**config.mk**
```make
export PLATFORM = sky130hd
export DESIGN_NAME = vend_change_payout
export DESIGN_NICKNAME = d
export VERILOG_FILES = /design/src/rtl/vend_pkg.sv /design/src/rtl/vend_ack_timer.sv /design/src/rtl/vend_change_payout.sv
export SDC_FILE = /design/constraint.sdc
export NUM_CORES = 1
export LEC_CHECK = 0
export ABC_AREA = 1
export CAP_MARGIN = 20
export CELL_PAD_IN_SITES_DETAIL_PLACEMENT = 1
export CELL_PAD_IN_SITES_GLOBAL_PLACEMENT = 2
export CORE_ASPECT_RATIO = 1.5
export CORE_UTILIZATION = 26
export DETAILED_ROUTE_END_ITERATION = 8
export HOLD_SLACK_MARGIN = 0.08
export PLACE_DENSITY_LB_ADDON = 0.1
export SLEW_MARGIN = 20
export SYNTH_ARGS = -nofsm -noshare
export SYNTH_HDL_FRONTEND = slang
export SYNTH_SLANG_ARGS = --single-unit
```
**constraint.sdc**
```tcl
create_clock -name clk -period 1.7 [get_ports clk]
set_clock_uncertainty 0.15 [all_clocks]
set_input_delay 0.255 -clock clk [delete_from_list [all_inputs] [get_ports clk]]
set_output_delay 0.255 -clock clk [all_outputs]
set_load 0.01 [all_outputs]
```
**src/rtl/vend_pkg.sv**
```systemverilog
// Shared types and constants for the change-payout sequencer.
// Coin values are expressed in units of 10, matching the requester's amount encoding.
package vend_pkg;

  localparam int unsigned AMT_W_DEF    = 5;
  localparam int unsigned INV_W_DEF    = 8;
  localparam int unsigned COIN50_UNITS = 5;
  localparam int unsigned COIN10_UNITS = 1;

  typedef enum logic [2:0] {
    StIdle,
    StSel,
    StEject,
    StWaitAck,
    StDone,
    StFault
  } state_e;

endpackage

```
**src/rtl/vend_ack_timer.sv**
```systemverilog
// Hopper acknowledge timer: cleared per coin, counts idle wait cycles and flags the cycle
// on which the count would reach ACK_TIMEOUT.
module vend_ack_timer #(
  parameter int unsigned ACK_TIMEOUT = 15
) (
  input  logic clk,
  input  logic rst,
  input  logic clr_i,
  input  logic en_i,
  output logic timeout_o
);

  localparam int unsigned CntW = $clog2(ACK_TIMEOUT + 1);

  logic [CntW-1:0] cnt_q;

  // Saturates at ACK_TIMEOUT so a stalled hopper never wraps the count.
  always_ff @(posedge clk or negedge rst) begin
    if (!rst) begin
      cnt_q <= '0;
    end else if (clr_i) begin
      cnt_q <= '0;
    end else if (en_i && (cnt_q != CntW'(ACK_TIMEOUT))) begin
      cnt_q <= cnt_q + CntW'(1);
    end
  end

  assign timeout_o = en_i && (cnt_q == CntW'(ACK_TIMEOUT - 1));

endmodule

```
**src/rtl/vend_change_payout.sv**
```systemverilog
// Change-payout sequencer: pays an amount (units of 10) through a coin hopper, 50-coins
// first, tracking coin inventory and reporting any unpaid remainder.
module vend_change_payout
  import vend_pkg::*;
#(
  parameter int unsigned AMT_W       = AMT_W_DEF,
  parameter int unsigned INV_W       = INV_W_DEF,
  parameter int unsigned ACK_TIMEOUT = 15
) (
  input  logic             clk,
  input  logic             rst,
  input  logic             chg_valid,
  input  logic [AMT_W-1:0] chg_amt,
  output logic             chg_ready,
  input  logic             hop_ack,
  input  logic             inv_load,
  input  logic [INV_W-1:0] inv50_in,
  input  logic [INV_W-1:0] inv10_in,
  output logic             eject50,
  output logic             eject10,
  output logic             busy,
  output logic             done,
  output logic             short,
  output logic [AMT_W-1:0] short_amt,
  output logic [INV_W-1:0] inv50,
  output logic [INV_W-1:0] inv10,
  output logic             fault
);

  state_e           state_q, state_d;
  logic [AMT_W-1:0] remaining_q;
  logic             coin50_q, coin50_d;
  logic             accept, take50, take10, ack_ok, timeout;

  assign accept = (state_q == StIdle) && chg_valid && chg_ready;
  assign take50 = (remaining_q >= AMT_W'(COIN50_UNITS)) && (inv50 != '0);
  assign take10 = (remaining_q >= AMT_W'(COIN10_UNITS)) && (inv10 != '0);
  assign ack_ok = (state_q == StWaitAck) && hop_ack;

  vend_ack_timer #(
    .ACK_TIMEOUT(ACK_TIMEOUT)
  ) u_ack_timer (
    .clk      (clk),
    .rst      (rst),
    .clr_i    (state_q == StEject),
    .en_i     ((state_q == StWaitAck) && !hop_ack),
    .timeout_o(timeout)
  );

  always_comb begin
    state_d  = state_q;
    coin50_d = coin50_q;
    unique case (state_q)
      StIdle: if (accept) state_d = StSel;
      StSel: begin
        if (remaining_q == '0) begin
          state_d = StDone;
        end else if (take50) begin
          state_d  = StEject;
          coin50_d = 1'b1;
        end else if (take10) begin
          state_d  = StEject;
          coin50_d = 1'b0;
        end else begin
          state_d = StDone;
        end
      end
      StEject:   state_d = StWaitAck;
      StWaitAck: begin
        if (hop_ack)      state_d = StSel;
        else if (timeout) state_d = StFault;
      end
      StDone:  state_d = StIdle;
      StFault: state_d = StFault;
      default: state_d = StIdle;
    endcase
  end

  // Outputs are registered from the next state so they line up with the state they describe.
  always_ff @(posedge clk or negedge rst) begin
    if (!rst) begin
      state_q     <= StIdle;
      coin50_q    <= 1'b0;
      remaining_q <= '0;
      chg_ready   <= 1'b0;
      busy        <= 1'b0;
      fault       <= 1'b0;
      eject50     <= 1'b0;
      eject10     <= 1'b0;
      done        <= 1'b0;
      short       <= 1'b0;
      short_amt   <= '0;
      inv50       <= '0;
      inv10       <= '0;
    end else begin
      state_q   <= state_d;
      coin50_q  <= coin50_d;
      chg_ready <= (state_d == StIdle);
      busy      <= (state_d != StIdle);
      fault     <= (state_d == StFault);
      eject50   <= (state_d == StEject) && coin50_d;
      eject10   <= (state_d == StEject) && !coin50_d;
      done      <= (state_d == StDone);
      if ((state_q == StIdle) && inv_load) begin
        inv50 <= inv50_in;
        inv10 <= inv10_in;
      end
      if (accept) begin
        remaining_q <= chg_amt;
        short       <= 1'b0;
        short_amt   <= '0;
      end
      if ((state_q == StSel) && (state_d == StDone)) begin
        short     <= (remaining_q != '0);
        short_amt <= remaining_q;
      end
      if (ack_ok) begin
        if (coin50_q) begin
          remaining_q <= remaining_q - AMT_W'(COIN50_UNITS);
          inv50       <= inv50 - INV_W'(1);
        end else begin
          remaining_q <= remaining_q - AMT_W'(COIN10_UNITS);
          inv10       <= inv10 - INV_W'(1);
        end
      end
    end
  end

endmodule

```
# Yosys cells after proc, flatten, opt, wreduce, memory -nomap -nowiden
# Index checks and enable logic that the tools add are counted.
word_totals:
  output_inout_bits: 28
  input_bits: 26
  regBits: 41
classes:
  muxes: 26
  n_reduce_logical: 24
  addsub: 5
  eq_ne: 9
  magnitude_cmp: 2
ops:
  columns: ["op", "n"]
  rows:
  - ["8-bit 2-to-1 mux", 6]
  - ["5-bit 2-to-1 mux", 5]
  - ["3-bit 2-to-1 mux", 6]
  - ["8-bit nonzero test", 2]
  - ["8-bit by 1-bit subtractor with 8-bit output (second input constant)", 2]
  - ["3-bit case mux with 5 select lines", 1]
  - ["1-bit logical AND", 12]
  - ["3-bit by 2-bit equality test with 1-bit output (second input constant)", 3]
  - ["3-bit equality test (second input constant)", 3]
  - ["4-bit 2-to-1 mux", 2]
  - ["3-bit logical NOT", 2]
  - ["1-bit 2-to-1 mux", 6]
  - ["2-bit nonzero test", 3]
  - ["5-bit by 1-bit >= comparator with 1-bit output (second input constant)", 1]
  - ["5-bit by 3-bit >= comparator with 1-bit output (second input constant)", 1]
  - ["5-bit logical NOT", 1]
  - ["5-bit nonzero test", 1]
  - ["5-bit by 1-bit subtractor with 5-bit output (second input constant)", 1]
  - ["5-bit by 3-bit subtractor with 5-bit output (second input constant)", 1]
  - ["4-bit by 1-bit adder with 4-bit output (second input constant)", 1]
  - ["4-bit equality test (second input constant)", 1]
  - ["4-bit != test (second input constant)", 1]
  - ["3-bit by 1-bit equality test with 1-bit output (second input constant)", 1]
  - ["3-bit nonzero test", 1]
  - ["1-bit logical NOT", 2]

# Longest topological paths before layout
# Gate-level depths: netlist (run 1).
depth:
  depth_word: 9
  depth_mapped: 13

# Hierarchy
# Synthesis (run 1) repeated with hierarchy kept, for this count alone.
hier_totals:
  cells_unflattened: 332
  area_unflattened_um2: 2399.8
by_module_without_submodules:
  columns: ["mod", "instances", "area_each_um2", "cells_each", "seq_area_each_um2"]
  rows:
  - ["vend_change_payout", 1, 2153.3, 299, 925.9]
  - ["vend_ack_timer", 1, 246.5, 33, 100.1]

# Least setup slack after synthesis (run 1)
# No wires, ideal clock.
synth_path:
  path_type: "register to register"
  from: "reg inv50[0]"
  to: "reg short"
  setup_time_ns: 0.119
  path_stages_with_launch: 12
  slack_ns: -0.076
  arrival_ns: 1.507
  t_required_ns: 1.431
  n_path_buf: 0
  path_cell_list: "dfrtp_1 -> inv_1 -> ha_1 -> nand2_1 -> nor2_1 -> nand2_1 -> nand2_1 -> nand2_1 -> nand2_1 -> nand2_4 -> nand3_1 -> nand2_1"
synth_via:
  elab_chain_len: 8
synth_lines:
  columns: ["element", "line_no", "rtl"]
  rows:
  - ["from (decl)", "vend_change_payout.sv:25", "output logic [INV_W-1:0] inv50,"]
  - ["from (signal assigned)", "vend_change_payout.sv:105", "inv50 <= inv50_in;"]
  - ["from (signal assigned)", "vend_change_payout.sv:120", "inv50 <= inv50 - INV_W'(1);"]
  - ["8-bit nonzero test (*)", "vend_change_payout.sv:36", "assign take50 = (remaining_q >= AMT_W'(COIN50_UNITS)) && (inv50 != '0);"]
  - ["1-bit logical AND (*)", "vend_change_payout.sv:36", null]
  - ["3-bit 2-to-1 mux (*)", "vend_change_payout.sv:58", "end else if (take50) begin"]
  - ["3-bit 2-to-1 mux (*)", "vend_change_payout.sv:56", "if (remaining_q == '0) begin"]
  - ["3-bit case mux with 5 select lines (*)", "vend_change_payout.sv:53", "unique case (state_q)"]
  - ["3-bit equality test (*)", "vend_change_payout.sv:113", "if ((state_q == StSel) && (state_d == StDone)) begin"]
  - ["1-bit logical AND (*)", "vend_change_payout.sv:113", null]
  - ["1-bit 2-to-1 mux or 2-bit nonzero test (tied branches)", null, null]
  - ["to (signal assigned)", "vend_change_payout.sv:114", "short <= (remaining_q != '0);"]
  - ["to (decl)", "vend_change_payout.sv:23", "output logic short,"]
# Every way passes the cells marked *; elsewhere a longest branch is shown, timed or not.
# A chain may end at the register's enable or synchronous reset.

# Final worst setup path (run 1)
layout_path:
  from: "reg inv50[3]"
  to: "out inv50[3]"
# No word-level cell between the ends.

==> results of run 1 <==
sequential cells by signal, indices dropped and copies added, names as in the netlist:
signal,flops
chg_ready,1
fault,1
state_q,3
eject50,1
inv50,8
done,1
coin50_q,1
remaining_q,5
eject10,1
inv10,8
u_ack_timer.cnt_q,4
busy,1
short_amt,5
short,1
kinds of logic after synthesis:
family / count (synthesis) / share of synthesized area, %
compound gates: 49 / 12.1
xor+xnor: 8 / 2.90
fa+ha+maj: 7 / 3.62
buf+inv: 50 / 9.06
flops: 41 / 42.4
simple gates: 149 / 29.9
through the flow:
stage | utilization, % | setup TNS, ns | cells | area [sq um] | total power [mW]
2_1_floorplan | - | 0 | 304 | 2420 | 3.58
3_3_place_gp | 37.7 | -1.18 | 504 | 3360 | 5.20
3_5_place_dp | 37.7 | -1.92 | 504 | 3360 | 5.26
4_1_cts | 40.3 | -0.00453 | 514 | 3600 | 6.42
5_1_grt | 42.5 | -0.0733 | 519 | 3800 | 7.27
6_report | 42.5 | 0 | 519 | 3800 | 6.70
report_power, final:
part           leakage (nW)  internal, mW  switching, mW
Combinational          1.24          1.93           1.99
Sequential            0.506          1.40          0.418
Clock                0.0700         0.577          0.387
per-layer routing:
metal | track usage, % | part of all wire [%]
met4 | 6.03 | 1.6
met1 | 18.5 | 42
met2 | 29.3 | 53
met3 | 2.66 | 3.6
met5 | 0 | 0
layout make-up:
class,count,area (sq um),share of cell area (%)
well taps,110,138,3.62
flip-flops and latches,41,1030,27.1
clock buffers,7,143,3.75
multi-input cells,213,1390,36.5
inverters,45,170,4.48
repair buffers,103,933,24.6
path summary, 6_finish.rpt:
check	to	depth (start not counted)	slack [ns]	startpoint
min	inv50[2]$_DFF_PN0_	3	0.32	rst
max in group asynchronous	remaining_q[0]$_DFFE_PN0P_	3	0.84	rst
max reg2reg	remaining_q[4]$_DFFE_PN0P_	9	0.07	remaining_q[1]$_DFFE_PN0P_
max	inv50[3]	1	0.04	inv50[3]$_DFF_PN0_
min in group clk	short$_DFFE_PN0P_	2	0.36	short$_DFFE_PN0P_
min reg2reg	short$_DFFE_PN0P_	2	0.36	short$_DFFE_PN0P_
cells in the final DEF (no fill, tap or decap), types with 9 or more instances in the layout:
cell,instances
nand2_1,56
clkdlybuf4s50_1,48
buf_4,45
dfrtp_1,38
inv_1,35
nor2_1,27
nand3_1,18
o21ai_0,13
nand2_2,10
inv_2,9
o21ai_1,9
nand3_2,9
timing repair:
action | CTS | global route
setup buffers | 2 | 5
hold buffers | 1 | 0
hold endpoints to repair | 41 | 0
gates resized for setup | 20 | 41
pin swaps | 2 | 15
setup endpoints to repair | 14 | 22
==> results.md, run 1 <==
* Largest net degree at the start of global routing at 42
* Mean post-synth cell area at 7.95 sq um
* Async set or reset register ratio after synthesis at 100%
* EDFF count, synth at 0
* Fmax at 603 MHz
* Static leakage at 1.82 nW
* Worst-skew pair later-pin latency at 0.29 ns
* Die H at 120 um
* Via count at 2,362
* Yosys top cell area share at 42.4%
* Max-cap violations at 0
* Mapped cell area at 0.00242 sq mm
* Arrival time worst endpoint at 1.25 ns
* Initial antenna violation count at 0
* Delay-heaviest family, CP: buffers and inverters
* Power per Cell Area at 1760 mW/mm^2
* RSZ-0062 raised after global routing: yes
* Site row count at 42
* Clk buf depth at 2
* CTS buffer count at 5
* Layout Nets at 442
* Layout cells sized above 1 at 29.1%
* CP Buf/Inv Count at 1
* Synth area leaders: dfrtp_1, nand2_1, inv_1
* Vias in the first global route at 2,501
* Hold Slack at 0.321 ns
* First-pass GRT wire length at 11,900 um
* Worst slack, placed at -0.117 ns
* Worst Tran Pin Value at 0.394 ns
* Final worst-path cycle share at 97.5%
* Status: finished clean
* Die X at 80.7 um
* Final Max Slew Viols at 0
* Largest area contributor in the synthesized netlist: dfrtp_1
* PnR worst setup slack at 0.0428 ns
* Fillcell total at 1,102
* Initial DRT Pass Iterations at 4
* CTS tree: yes
* Layout area overhead at 57.1%
* Crit path time final at 1.66 ns
* GPL Wtd Cong at 0.745
* Core footprint at 0.00893 sq mm
* CTS sink count at 41
* Kind of critical path: flop to primary output
* CP max stage cell: clkdlybuf4s50_1
* Sequential cell area fraction in the yosys report at 42.4%
* Top post-synthesis cells by count: nand2_1, dfrtp_1, inv_1, nor2_1, nand3_1
* Setup crit start kind: flop
* Port Buf Inserts at 53
* DP Wirelength at 5490 um
* # diodes at 0
* Drt initial violations at 54
* Cell with the most instances after synthesis: nand2_1
* H-tree depth at 2
* Crit path capture type: primary output
* Number of remaining DRC errors at 0
* Cell Chain, Critical Path: clkdlybuf4s50_1
* Tot GR Track Use at 16.2%
* Critical path peak fanout at 4
* Critical path's largest stage delay at 0.55 ns
* VDD IR-drop max at 0.634 mV
* Top FF cell, synth: dfrtp_1
* Worst min-delay path class: primary input to asynchronous set/reset pin
* Cells after Synth at 304
* CTS root buf: clkbuf_16
* WL final at 7400 um
* Final setup fails at 0
* Syn_nets at 337
* Die Area at 0.00969 sq mm
* FF+latch count, synth at 41
* Rel. slew slack at 73.7%
* Remaining antenna violation count after routing at 0
* Effective utilization at floorplan at 27.1%
* Number of vias per cell at 4.55
* CP required at 1.29 ns
* Post-synth cell types at 35
* Final Hold Viols at 0
* WL per Instance at 14.3 um
* IO Pins at 54
* Congestion Overflow GR at 0
* Synth Warn # at 0
* Clock slew at reported path FFs at 0.06 ns
Power figures use the tool's default switching activity.
==> run 2: changes to the inputs <==
--- a/config.mk
+++ b/config.mk
@@ -14,6 +14,7 @@
 export DETAILED_ROUTE_END_ITERATION = 8
 export HOLD_SLACK_MARGIN = 0.08
 export PLACE_DENSITY_LB_ADDON = 0.1
+export SKIP_CTS_REPAIR_TIMING = 1
 export SLEW_MARGIN = 20
 export SYNTH_ARGS = -nofsm -noshare
 export SYNTH_HDL_FRONTEND = slang
==> constraint.sdc (replaced) <==
create_clock -name clk -period 1.7 [get_ports clk]
set_clock_uncertainty 0.15 [all_clocks]
set_input_delay 0.255 -clock clk [delete_from_list [all_inputs] [get_ports clk]]
set_output_delay 0.255 -clock clk [all_outputs]
set_load 0.02 [all_outputs]
==> results.md, run 2 (synthesized netlist as in run 1, its figures left out) <==
* Core footprint at 0.00893 sq mm
* Port Buf Inserts at 53
* Worst Setup SP: inv10[1]$_DFF_PN0_
* Fmax at 593 MHz
* Final worst-path cycle share at 99.2%
* Hold Slack at 0.333 ns
* Arrival time worst endpoint at 1.76 ns
* Site row count at 42
* Layout area overhead at 54.7%
* Layout cells sized above 1 at 27.0%
* Clk network pwr share at 14.5%
* VDD IR-drop max at 0.685 mV
* Max-cap violations at 0
* Sw frac at 43.1%
* CTS root buf: clkbuf_16
* Worst min-delay path class: primary input to asynchronous set/reset pin
* CTS tree: yes
* CTS sink count at 41
* FF-to-FF Start: inv10[1]$_DFF_PN0_
* R2R setup slack at 0.01 ns
* Die H at 120 um
* CTS buffer count at 5
* WL final at 7250 um
* Congestion Overflow GR at 0
* Crit path capture type: flop
* Crit path time final at 1.69 ns
* Fillcell total at 1,080
* Worst-skew pair later-pin latency at 0.29 ns
* Critical path peak fanout at 6
* GPL Wtd Cong at 0.723
* Layout Nets at 439
* Status: finished clean
* Final Hold Viols at 0
* Static leakage at 1.91 nW
* First-pass GRT wire length at 11,800 um
* Core Util, Final at 41.9%
* Biggest regs: inv10 x8, inv50 x8
* Die X at 80.7 um
* H-tree depth at 2
* Vias in the first global route at 2,490
* Number of vias per cell at 4.63
* Remaining antenna violation count after routing at 0
* Clk buf depth at 2
* Post-route cell area at 0.00374 sq mm
* Design internal power at 3.82 mW
* Power per Cell Area at 1790 mW/mm^2
* Tot GR Track Use at 16.0%
* Via count at 2,396
* Comb power frac at 58.6%
* WL per Instance at 14.0 um
* Initial antenna violation count at 0
* Rel. slew slack at 75.0%
* IO Pins at 54
* Worst Tran Pin Value at 0.375 ns
* Final setup fails at 0
* Most common cell after layout, fill and taps aside: nand2_1
* Final Max Slew Viols at 0
* CP required at 1.77 ns
* Most frequent cells in the layout: nand2_1, buf_4, dfrtp_1, clkdlybuf4s50_1, inv_1
* Largest net degree at the start of global routing at 42
* Total chip power at 6.71 mW
* # diodes at 0
* Kind of critical path: flop to flop
* Effective utilization at floorplan at 27.1%
* RSZ-0062 raised after global routing: yes
* P_sw at 2.89 mW
* Drt initial violations at 43
* Die Area at 0.00969 sq mm
* Initial DRT Pass Iterations at 4
* Clock slew at reported path FFs at 0.06 ns
* Setup crit start kind: flop
* DP Wirelength at 5460 um
* Placed Area at 0.00337 sq mm
* Reg power frac at 26.9%
* Number of remaining DRC errors at 0
-- run 2: changes by cell type in the layout (fill, tap and decap cells not counted), moves of 3 or more --
cell             delta
buf_4               -4
clkdlybuf4s50_1    -10
dlymetal6s2s_1     +11
ha_4                -3
nand2_4             -3
nand3_1             +5
nand3_2             -5
-- run 2: power groups by stage --
stage | registers [mW] | clock network, mW | logic (mW)
6_report | 1.80 | 0.974 | 3.93
5_1_grt | 1.88 | 1.06 | 4.36
4_1_cts | 1.79 | 1.03 | 3.75
3_5_place_dp | 1.81 | 0 | 3.72
3_3_place_gp | 1.81 | 0 | 3.64
2_1_floorplan | 2.12 | 0 | 1.69
-- run 2: worst paths after layout --
check	to	cells past startpoint
worst max-delay path	short_amt[3]$_DFFE_PN0P_	11
worst min-delay path	inv50[3]$_DFF_PN0_	3
worst max register to register	short_amt[3]$_DFFE_PN0P_	11
worst min register to register	short_amt[4]$_DFFE_PN0P_	2
max in group asynchronous	inv10[0]$_DFF_PN0_	3
min in group clk	short_amt[4]$_DFFE_PN0P_	2
-- run 2: critical path, cell delays in order, from the launching register on --
cell and delay, ns:
dfrtp_1 0.41, inv_1 0.07, ha_2 0.18, nand2_2 0.06, nor2_2 0.09, nand2_1 0.10, nand2_2 0.10, nand2_2 0.07
nand2_2 0.09, buf_4 0.14, nand3_1 0.07, nand2_1 0.08
-- run 2: final cells by class --
class | count | area [sq um] | share of cell area, %
inverters | 45 | 170 | 4.55
clock buffers | 8 | 146 | 3.91
well taps | 110 | 138 | 3.68
multi-input cells | 213 | 1300 | 34.9
flip-flops and latches | 41 | 1030 | 27.5
repair buffers | 100 | 952 | 25.5
-- run 2: per-stage QoR --
step / TNS, ns / worst slack (ns) / instances
6_report: 0 / 0.0133 / 517
3_5_place_dp: -1.67 / -0.123 / 504
3_3_place_gp: -1.03 / -0.0901 / 504
4_1_cts: -0.931 / -0.132 / 512
2_1_floorplan: 0 / 0.00614 / 304
5_1_grt: -0.790 / -0.110 / 517
-- run 2: layer usage --
metal	track usage [%]	part of all wire, %	vias up	routed length (um)
met5	0	0	-	0
met4	5.69	1.5	0	108
met3	3.19	4.5	7	326
met2	29.1	54	52	3930
met1	18.0	40	1146	2880
li1	-	-	1191	-
